`config.mk`:
```
export PLATFORM = sky130hd
export DESIGN_NAME = riscv_regfile_wb_arbiter_flat
export DESIGN_NICKNAME = d
export VERILOG_FILES = /design/src/rtl/riscv_regfile_wb_arbiter_if.sv /design/src/rtl/riscv_regfile_wb_arbiter.sv /design/src/flat_wrapper.sv
export SDC_FILE = /design/constraint.sdc
export NUM_CORES = 1
export LEC_CHECK = 0
export ABC_AREA = 0
export CAP_MARGIN = 20
export CORE_MARGIN = 1
export CORE_UTILIZATION = 30
export CTS_CLUSTER_SIZE = 28
export DETAILED_ROUTE_END_ITERATION = 10
export PLACE_DENSITY = 0.62
export SLEW_MARGIN = 40
export SYNTH_ARGS = -nofsm -noshare
export SYNTH_HDL_FRONTEND = slang
export SYNTH_SLANG_ARGS = --single-unit
```
`constraint.sdc`:
```
create_clock -name clk_int -period 5.8 [get_ports clk_int]
set_input_delay 1.16 -clock clk_int [delete_from_list [all_inputs] [get_ports clk_int]]
set_output_delay 1.16 -clock clk_int [all_outputs]
set_load 0.05 [all_outputs]
```
`src/rtl/riscv_regfile_wb_arbiter_if.sv`:
```
// Write-back bus between the result sources (EX, LSU, APU) and the register-file write ports.
// The slave modport is the arbiter's view; the master modport is the source/register-file side.
interface riscv_regfile_wb_arbiter_if #(
    parameter int unsigned ADDR_WIDTH = 6,
    parameter int unsigned DATA_WIDTH = 32,
    parameter int unsigned DEPTH      = 2
);
    localparam int unsigned NUM_REGS = 2 ** ADDR_WIDTH;
    localparam int unsigned CNT_W    = $clog2(DEPTH + 1);

    logic                  ex_we_i;
    logic [ADDR_WIDTH-1:0] ex_waddr_i;
    logic [DATA_WIDTH-1:0] ex_wdata_i;

    logic                  lsu_we_i;
    logic [ADDR_WIDTH-1:0] lsu_waddr_i;
    logic [DATA_WIDTH-1:0] lsu_wdata_i;

    logic                  apu_valid_i;
    logic [ADDR_WIDTH-1:0] apu_waddr_i;
    logic [DATA_WIDTH-1:0] apu_wdata_i;
    logic                  apu_ready_o;

    logic                  we_a_o;
    logic [ADDR_WIDTH-1:0] waddr_a_o;
    logic [DATA_WIDTH-1:0] wdata_a_o;

    logic                  we_b_o;
    logic [ADDR_WIDTH-1:0] waddr_b_o;
    logic [DATA_WIDTH-1:0] wdata_b_o;

    logic [NUM_REGS-1:0]   apu_pending_o;
    logic [CNT_W-1:0]      fifo_cnt_o;

    modport slave (
        input  ex_we_i, ex_waddr_i, ex_wdata_i,
        input  lsu_we_i, lsu_waddr_i, lsu_wdata_i,
        input  apu_valid_i, apu_waddr_i, apu_wdata_i,
        output apu_ready_o,
        output we_a_o, waddr_a_o, wdata_a_o,
        output we_b_o, waddr_b_o, wdata_b_o,
        output apu_pending_o, fifo_cnt_o
    );

    modport master (
        output ex_we_i, ex_waddr_i, ex_wdata_i,
        output lsu_we_i, lsu_waddr_i, lsu_wdata_i,
        output apu_valid_i, apu_waddr_i, apu_wdata_i,
        input  apu_ready_o,
        input  we_a_o, waddr_a_o, wdata_a_o,
        input  we_b_o, waddr_b_o, wdata_b_o,
        input  apu_pending_o, fifo_cnt_o
    );
endinterface

```
`src/rtl/riscv_regfile_wb_arbiter.sv`:
```
// Register-file write-back arbiter: EX on W1, LSU > queued APU > (optional) bypassed APU on W2.
// Optional feature macro: RISCV_WB_APU_BYPASS_EN (0-cycle APU path when the FIFO is empty).
module riscv_regfile_wb_arbiter #(
    parameter int unsigned ADDR_WIDTH = 6,
    parameter int unsigned DATA_WIDTH = 32,
    parameter int unsigned DEPTH      = 2
) (
    input  logic                         clk_int,
    input  logic                         rst_n,
    riscv_regfile_wb_arbiter_if.slave    wb
);
    localparam int unsigned NUM_REGS = 2 ** ADDR_WIDTH;
    localparam int unsigned CNT_W    = $clog2(DEPTH + 1);
    localparam int unsigned PTR_W    = (DEPTH > 1) ? $clog2(DEPTH) : 1;

    typedef struct packed {
        logic                  live;
        logic [ADDR_WIDTH-1:0] waddr;
        logic [DATA_WIDTH-1:0] wdata;
    } entry_t;

    entry_t               entry_q [DEPTH];
    entry_t               entry_d [DEPTH];
    logic [PTR_W-1:0]     rd_ptr_q, rd_ptr_d;
    logic [PTR_W-1:0]     wr_ptr_q, wr_ptr_d;
    logic [CNT_W-1:0]     cnt_q, cnt_d;

    logic                  ex_wr_c;
    logic                  lsu_wr_c;
    logic                  fifo_empty_c;
    logic                  head_live_c;
    logic                  head_dead_c;
    logic                  ready_c;
    logic                  bypass_c;
    logic                  cand_vld_c;
    logic [ADDR_WIDTH-1:0] cand_addr_c;
    logic [DATA_WIDTH-1:0] cand_data_c;
    logic                  head_take_c;
    logic                  pop_c;
    logic                  push_c;
    logic [NUM_REGS-1:0]   pending_c;

    function automatic logic [PTR_W-1:0] ptr_inc(input logic [PTR_W-1:0] p);
        return (p == PTR_W'(DEPTH - 1)) ? '0 : p + PTR_W'(1);
    endfunction

    assign ex_wr_c      = wb.ex_we_i  & (wb.ex_waddr_i  != '0);
    assign lsu_wr_c     = wb.lsu_we_i & (wb.lsu_waddr_i != '0);
    assign fifo_empty_c = (cnt_q == '0);
    assign head_live_c  = ~fifo_empty_c &  entry_q[rd_ptr_q].live;
    assign head_dead_c  = ~fifo_empty_c & ~entry_q[rd_ptr_q].live;
    // Ready looks only at the registered count, so a pop never feeds back into it.
    assign ready_c      = (cnt_q < CNT_W'(DEPTH));

`ifdef RISCV_WB_APU_BYPASS_EN
    assign bypass_c = fifo_empty_c & ~wb.lsu_we_i & wb.apu_valid_i;
`else
    assign bypass_c = 1'b0;
`endif

    // W1 is a straight pass-through of EX; x0 is never written.
    assign wb.we_a_o    = ex_wr_c;
    assign wb.waddr_a_o = wb.ex_waddr_i;
    assign wb.wdata_a_o = wb.ex_wdata_i;

    // W2 candidate selection: LSU, then live FIFO head, then bypassed APU input.
    always_comb begin
        cand_vld_c  = 1'b0;
        cand_addr_c = wb.lsu_waddr_i;
        cand_data_c = wb.lsu_wdata_i;
        head_take_c = 1'b0;
        if (wb.lsu_we_i) begin
            cand_vld_c = 1'b1;
        end else if (head_live_c) begin
            cand_vld_c  = 1'b1;
            cand_addr_c = entry_q[rd_ptr_q].waddr;
            cand_data_c = entry_q[rd_ptr_q].wdata;
            head_take_c = 1'b1;
        end else if (bypass_c) begin
            cand_vld_c  = 1'b1;
            cand_addr_c = wb.apu_waddr_i;
            cand_data_c = wb.apu_wdata_i;
        end
    end

    // EX is the youngest writer, so it wins a same-register collision; x0 is dropped.
    assign wb.we_b_o    = cand_vld_c & (cand_addr_c != '0)
                        & ~(ex_wr_c & (wb.ex_waddr_i == cand_addr_c));
    assign wb.waddr_b_o = cand_addr_c;
    assign wb.wdata_b_o = cand_data_c;

    assign pop_c  = head_take_c | head_dead_c;
    assign push_c = wb.apu_valid_i & ready_c & ~bypass_c;

    // FIFO next state: kill matching entries, retire the head, append the new result.
    always_comb begin
        entry_d  = entry_q;
        rd_ptr_d = rd_ptr_q;
        wr_ptr_d = wr_ptr_q;
        cnt_d    = cnt_q;
        for (int unsigned i = 0; i < DEPTH; i++) begin
            if ((ex_wr_c  && (entry_q[i].waddr == wb.ex_waddr_i)) ||
                (lsu_wr_c && (entry_q[i].waddr == wb.lsu_waddr_i))) begin
                entry_d[i].live = 1'b0;
            end
        end
        if (pop_c) begin
            entry_d[rd_ptr_q].live = 1'b0;
            rd_ptr_d               = ptr_inc(rd_ptr_q);
        end
        if (push_c) begin
            entry_d[wr_ptr_q] = '{live: 1'b1, waddr: wb.apu_waddr_i, wdata: wb.apu_wdata_i};
            wr_ptr_d          = ptr_inc(wr_ptr_q);
        end
        case ({push_c, pop_c})
            2'b10:   cnt_d = cnt_q + CNT_W'(1);
            2'b01:   cnt_d = cnt_q - CNT_W'(1);
            default: cnt_d = cnt_q;
        endcase
    end

    always_ff @(posedge clk_int or negedge rst_n) begin
        if (!rst_n) begin
            for (int unsigned i = 0; i < DEPTH; i++) begin
                entry_q[i] <= '0;
            end
            rd_ptr_q <= '0;
            wr_ptr_q <= '0;
            cnt_q    <= '0;
        end else begin
            for (int unsigned i = 0; i < DEPTH; i++) begin
                entry_q[i] <= entry_d[i];
            end
            rd_ptr_q <= rd_ptr_d;
            wr_ptr_q <= wr_ptr_d;
            cnt_q    <= cnt_d;
        end
    end

    // Popped slots always have live cleared, so only occupied entries can contribute.
    always_comb begin
        pending_c = '0;
        for (int unsigned i = 0; i < DEPTH; i++) begin
            if (entry_q[i].live) begin
                pending_c = pending_c | (NUM_REGS'(1) << entry_q[i].waddr);
            end
        end
    end

    assign wb.apu_pending_o = pending_c;
    assign wb.fifo_cnt_o    = cnt_q;
    assign wb.apu_ready_o   = ready_c;

endmodule

```
`src/flat_wrapper.sv`:
```
// flat-port wrapper written by rule: the top's interface ports become plain ports
module riscv_regfile_wb_arbiter_flat 
#(
    parameter int unsigned ADDR_WIDTH = 6,
    parameter int unsigned DATA_WIDTH = 32,
    parameter int unsigned DEPTH      = 2
)
  (clk_int, rst_n, wb_ex_we_i, wb_ex_waddr_i, wb_ex_wdata_i, wb_lsu_we_i, wb_lsu_waddr_i, wb_lsu_wdata_i, wb_apu_valid_i, wb_apu_waddr_i, wb_apu_wdata_i, wb_apu_ready_o, wb_we_a_o, wb_waddr_a_o, wb_wdata_a_o, wb_we_b_o, wb_waddr_b_o, wb_wdata_b_o, wb_apu_pending_o, wb_fifo_cnt_o);
  riscv_regfile_wb_arbiter_if #(.ADDR_WIDTH(ADDR_WIDTH), .DATA_WIDTH(DATA_WIDTH), .DEPTH(DEPTH)) wb_i ();
  input  logic clk_int;
  input  logic rst_n;
  input wire logic [$bits(wb_i.ex_we_i)-1:0] wb_ex_we_i;
  input wire logic [$bits(wb_i.ex_waddr_i)-1:0] wb_ex_waddr_i;
  input wire logic [$bits(wb_i.ex_wdata_i)-1:0] wb_ex_wdata_i;
  input wire logic [$bits(wb_i.lsu_we_i)-1:0] wb_lsu_we_i;
  input wire logic [$bits(wb_i.lsu_waddr_i)-1:0] wb_lsu_waddr_i;
  input wire logic [$bits(wb_i.lsu_wdata_i)-1:0] wb_lsu_wdata_i;
  input wire logic [$bits(wb_i.apu_valid_i)-1:0] wb_apu_valid_i;
  input wire logic [$bits(wb_i.apu_waddr_i)-1:0] wb_apu_waddr_i;
  input wire logic [$bits(wb_i.apu_wdata_i)-1:0] wb_apu_wdata_i;
  output wire logic [$bits(wb_i.apu_ready_o)-1:0] wb_apu_ready_o;
  output wire logic [$bits(wb_i.we_a_o)-1:0] wb_we_a_o;
  output wire logic [$bits(wb_i.waddr_a_o)-1:0] wb_waddr_a_o;
  output wire logic [$bits(wb_i.wdata_a_o)-1:0] wb_wdata_a_o;
  output wire logic [$bits(wb_i.we_b_o)-1:0] wb_we_b_o;
  output wire logic [$bits(wb_i.waddr_b_o)-1:0] wb_waddr_b_o;
  output wire logic [$bits(wb_i.wdata_b_o)-1:0] wb_wdata_b_o;
  output wire logic [$bits(wb_i.apu_pending_o)-1:0] wb_apu_pending_o;
  output wire logic [$bits(wb_i.fifo_cnt_o)-1:0] wb_fifo_cnt_o;
  assign wb_i.ex_we_i = wb_ex_we_i;
  assign wb_i.ex_waddr_i = wb_ex_waddr_i;
  assign wb_i.ex_wdata_i = wb_ex_wdata_i;
  assign wb_i.lsu_we_i = wb_lsu_we_i;
  assign wb_i.lsu_waddr_i = wb_lsu_waddr_i;
  assign wb_i.lsu_wdata_i = wb_lsu_wdata_i;
  assign wb_i.apu_valid_i = wb_apu_valid_i;
  assign wb_i.apu_waddr_i = wb_apu_waddr_i;
  assign wb_i.apu_wdata_i = wb_apu_wdata_i;
  assign wb_apu_ready_o = wb_i.apu_ready_o;
  assign wb_we_a_o = wb_i.we_a_o;
  assign wb_waddr_a_o = wb_i.waddr_a_o;
  assign wb_wdata_a_o = wb_i.wdata_a_o;
  assign wb_we_b_o = wb_i.we_b_o;
  assign wb_waddr_b_o = wb_i.waddr_b_o;
  assign wb_wdata_b_o = wb_i.wdata_b_o;
  assign wb_apu_pending_o = wb_i.apu_pending_o;
  assign wb_fifo_cnt_o = wb_i.fifo_cnt_o;
  riscv_regfile_wb_arbiter #(.ADDR_WIDTH(ADDR_WIDTH), .DATA_WIDTH(DATA_WIDTH), .DEPTH(DEPTH)) u_core (.clk_int(clk_int), .rst_n(rst_n), .wb(wb_i));
endmodule
```
==> flow_summary_export.csv <==
group,metric,value,unit
flow_run,max_cap_violations,0,
sta,timing.final.setup_violations,0,
synthesis,synth.cell_area,5530,um^2
synthesis,synth_warnings,0,
sta,rsz0062_at_grt,"false",
global_routing,grt_pass1_wl,26200,um
status,status,"finished, final reports clean",
setup_path,worst_case_register_to_register_setup_slack,3.78,ns
setup_path,crit_path_cell_trace,"clkdlybuf4s50_1 > nor3_4 > mux2i_1 > a22oi_1 > and4_1 > a31oi_1 > clkdlybuf4s50_1",
cts,post-cts-setup-buffers,0,
cts,path_clk_slew,0.06,ns
cts,clock-sinks,82,
power,total_power_density_per_cell_area,550,nW/um^2
power,power_leakage,2.95,nW
finish,fill_cells,1727,
cts,htree_num_levels,3,
setup_path,critical_path_arrival,3.91,ns
sta,finalMaxSlewViolations,0,
power,finalPower,4.25,mW
sta,min_period,5.07,ns
setup_path,critical-path-max-stage-delay,0.82,ns
cts,post_cts_resized,0,
placement,place_congestion,0.890,
sta,worst_slew_margin_rel,50.1,%
drt,detail_route.first_pass.iterations,5,
sta,fin_skew,0.00478,ns
setup_path,criticalPathCategory,"in -> out",
synthesis,post_synth.cell_area_avg,9.54,um^2
setup_path,crit_path_top_delay_cell,"sky130_fd_sc_hd__clkdlybuf4s50_1",
finish,multi_input_comb_area,2960,um^2
sta,finalSetupTns,0,ns
sta,final_hold_viol_count,0,
floorplanning,die_h,138,um
cts,cts_tree,"built",
synthesis,synthDistinctLibCells,40,
power,vdd_drop_max,0.295,mV
cts,clock_tree.root_cell,"sky130_fd_sc_hd__clkbuf_16",
finish,number_of_diodes,0,
drt,antenna_violating_nets_post_route,0,
finish,finalInstanceArea,7730,um^2
cts,insertion_delay_to_the_later_sink_of_the_worst_skew_pair,0.33,ns
sta,slew_at_the_pin_closest_to_its_max_slew_limit,0.748,ns
sta,fmax,197,MHz
synthesis,ys_ff_latch,82,
synthesis,yosysSeqAreaShare,37.1,%
floorplanning,start_util,30.7,%
global_routing,grt_max_degree,83,
drt,routed-via-count,4997,
floorplanning,placeableCoreArea,18000,um^2
setup_path,critPathLaunchType,"primary input",
global_routing,antenna_found_initial,0,
finish,layout.nets,830,
cts,cts_made_buffers,9,
drt,viasPerCell,5.29,
setup_path,critPathMostFrequentCell,"sky130_fd_sc_hd__clkdlybuf4s50_1",
placement,port-buffer-count,199,
drt,drt_iter0_drc,190,
setup_path,cp_data_required_time,4.64,ns
global_routing,gr-total-overflow,0,
placement,dpl.hpwl,12900,um
floorplanning,design.portCount,264,
synthesis,yosys.area.top_type_share,37.1,%
synthesis,mappedNetlistNets,700,
floorplanning,std_cell_rows,49,
finish,final_layout_size_suffix_gt1_share,16.2,%
floorplanning,die-width,138,um
floorplanning,die_area,19000,um^2
drt,wl,17400,um
global_routing,track_usage,17.9,%
sta,fin_crit_sh,87.4,%
hold_path,min-delay-path-class,"reg -> reg",
synthesis,synthesis.instances,580,
cts,clock_tree.buffer_depth,2,
synthesis,synth_top_cells_by_area,"sky130_fd_sc_hd__dfrtp_1 (37%), sky130_fd_sc_hd__mux2_2 (15%), sky130_fd_sc_hd__mux2i_1 (7.4%)",
drt,route.detailed.drc,0,
setup_path,crit_path_max_fanout,15,
drt,drt-wirelength-per-cell,18.4,um
placement,detailed_place.area,7390,um^2
global_routing,grt_pass1_vias,4870,
setup_path,worstSetupEndpointType,"primary output",
synthesis,synth_area_leader_cell,"sky130_fd_sc_hd__dfrtp_1",
finish,regArea,2050,um^2
finish,layout_overhead_on_the_synthesized_area,39.7,%
cts,post_cts_hold_buffer_count,0,
-- layout make-up --
type / count / area share [%]
timing repair buffer: 204 / 26.3
inverter: 14 / 0.680
clock inverter: 5 / 1.12
multi-input combinational: 399 / 38.4
clock buffer: 11 / 3.27
tap: 229 / 3.71
sequential: 82 / 26.6
-- cell usage after synthesis --
| master | instances |
|---|---|
| sky130_fd_sc_hd__a21oi_1 | 39 |
| sky130_fd_sc_hd__a222oi_1 | 1 |
| sky130_fd_sc_hd__a22o_1 | 1 |
| sky130_fd_sc_hd__a22oi_1 | 2 |
| sky130_fd_sc_hd__a2bb2oi_1 | 2 |
| sky130_fd_sc_hd__a31oi_1 | 1 |
| sky130_fd_sc_hd__and2_1 | 1 |
| sky130_fd_sc_hd__and4_1 | 1 |
| sky130_fd_sc_hd__buf_1 | 4 |
| sky130_fd_sc_hd__buf_2 | 12 |
| sky130_fd_sc_hd__buf_4 | 40 |
| sky130_fd_sc_hd__clkbuf_1 | 29 |
| sky130_fd_sc_hd__dfrtp_1 | 82 |
| sky130_fd_sc_hd__ha_1 | 1 |
| sky130_fd_sc_hd__inv_1 | 14 |
| sky130_fd_sc_hd__mux2_2 | 76 |
| sky130_fd_sc_hd__mux2i_1 | 41 |
| sky130_fd_sc_hd__nand2_1 | 22 |
| sky130_fd_sc_hd__nand2b_1 | 8 |
| sky130_fd_sc_hd__nand3_1 | 15 |
| sky130_fd_sc_hd__nand3b_1 | 4 |
| sky130_fd_sc_hd__nand4_1 | 6 |
| sky130_fd_sc_hd__nor2_1 | 45 |
| sky130_fd_sc_hd__nor2b_1 | 8 |
| sky130_fd_sc_hd__nor3_1 | 1 |
| sky130_fd_sc_hd__nor3_4 | 1 |
| sky130_fd_sc_hd__nor4_1 | 2 |
| sky130_fd_sc_hd__o211ai_1 | 1 |
| sky130_fd_sc_hd__o21ai_0 | 4 |
| sky130_fd_sc_hd__o22ai_1 | 54 |
| sky130_fd_sc_hd__o311ai_0 | 1 |
| sky130_fd_sc_hd__o31ai_1 | 1 |
| sky130_fd_sc_hd__o32ai_1 | 13 |
| sky130_fd_sc_hd__o41ai_1 | 1 |
| sky130_fd_sc_hd__or2_2 | 13 |
| sky130_fd_sc_hd__or3_1 | 1 |
| sky130_fd_sc_hd__or3b_2 | 1 |
| sky130_fd_sc_hd__or4_1 | 2 |
| sky130_fd_sc_hd__xnor2_1 | 20 |
| sky130_fd_sc_hd__xor2_1 | 9 |
-- registers in the layout, indices dropped and copies added (netlist names) --
name	flops
u_core.wr_ptr_q	1
u_core.rd_ptr_q	1
u_core.entry_q	78
u_core.wb.fifo_cnt_o	2
-- critical path: cells and delay by family --
family                 cells  cell delay, ns
AND/OR/NAND/NOR            2            0.78
multiplexers               1            0.39
AO/OA/AOI/OAI              2            0.24
buffers and inverters      2            1.34
-- per-stage QoR --
stage	hold WS [ns]	std cells	util, %	worst slack, ns
2_1_floorplan	0.479	580	-	1.21
3_3_place_gp	0.487	928	40.9	0.841
3_5_place_dp	0.494	928	41.0	0.743
4_1_cts	0.507	944	42.9	0.737
5_1_grt	0.519	944	42.9	0.607
6_report	0.503	944	42.9	0.729
-- cell families (layout without fill, tap and decap cells) --
group / count (synthesis) / count (layout) / synth area share, %
mux: 117 / 117 / 22.9
buf+inv: 99 / 234 / 9.70
fa+ha+maj: 1 / 1 / 0.226
simple gates: 131 / 131 / 11.8
flops: 82 / 82 / 37.1
xor+xnor: 29 / 29 / 4.59
compound gates: 121 / 121 / 13.7
-- worst paths after layout --
kind                                          from                  to  cells after the start
max                                    wb_lsu_we_i           wb_we_b_o                      7
min in group asynchronous                    rst_n  u_core.entry_q[10]                      1
min reg2reg                     u_core.entry_q[26]  u_core.entry_q[26]                      1
max reg2reg                u_core.wb.fifo_cnt_o[1]  u_core.entry_q[64]                      5
min                             u_core.entry_q[26]  u_core.entry_q[26]                      1
max in group asynchronous                    rst_n  u_core.entry_q[36]                      1
-- placed cells by master, fill, tap and decap left out, drive strengths merged, types with 2 or more instances in the layout --
master         count
nand2b             8
bufinv             2
or2               13
a22oi              2
inv               14
mux2              76
nor2b              8
xnor2             20
or4                2
nand3             15
nor4               2
nand2             22
o21ai              4
clkdlybuf4s50    198
o32ai             13
nor2              45
dfrtp             82
nand3b             4
nor3               2
mux2i             41
clkbuf            12
a2bb2oi            2
buf                5
clkinv             3
o22ai             54
nand4              6
xor2               9
a21oi             39
-- power breakdown --
part           switching [mW]  internal, mW  total (mW)
registers               0.295         0.869        1.16
clock network           0.225         0.403       0.628
logic                    1.47         0.992        2.46
total                    1.99          2.26        4.25
-- layer usage --
metal	part of all wire (%)	global-route usage, %	vias up
met5	0	0	-
li1	-	-	2311
met1	40	21.5	2400
met4	1.2	5.07	0
met2	50	31.8	261
met3	8.2	3.94	25
(Power assumes the default switching activity.)
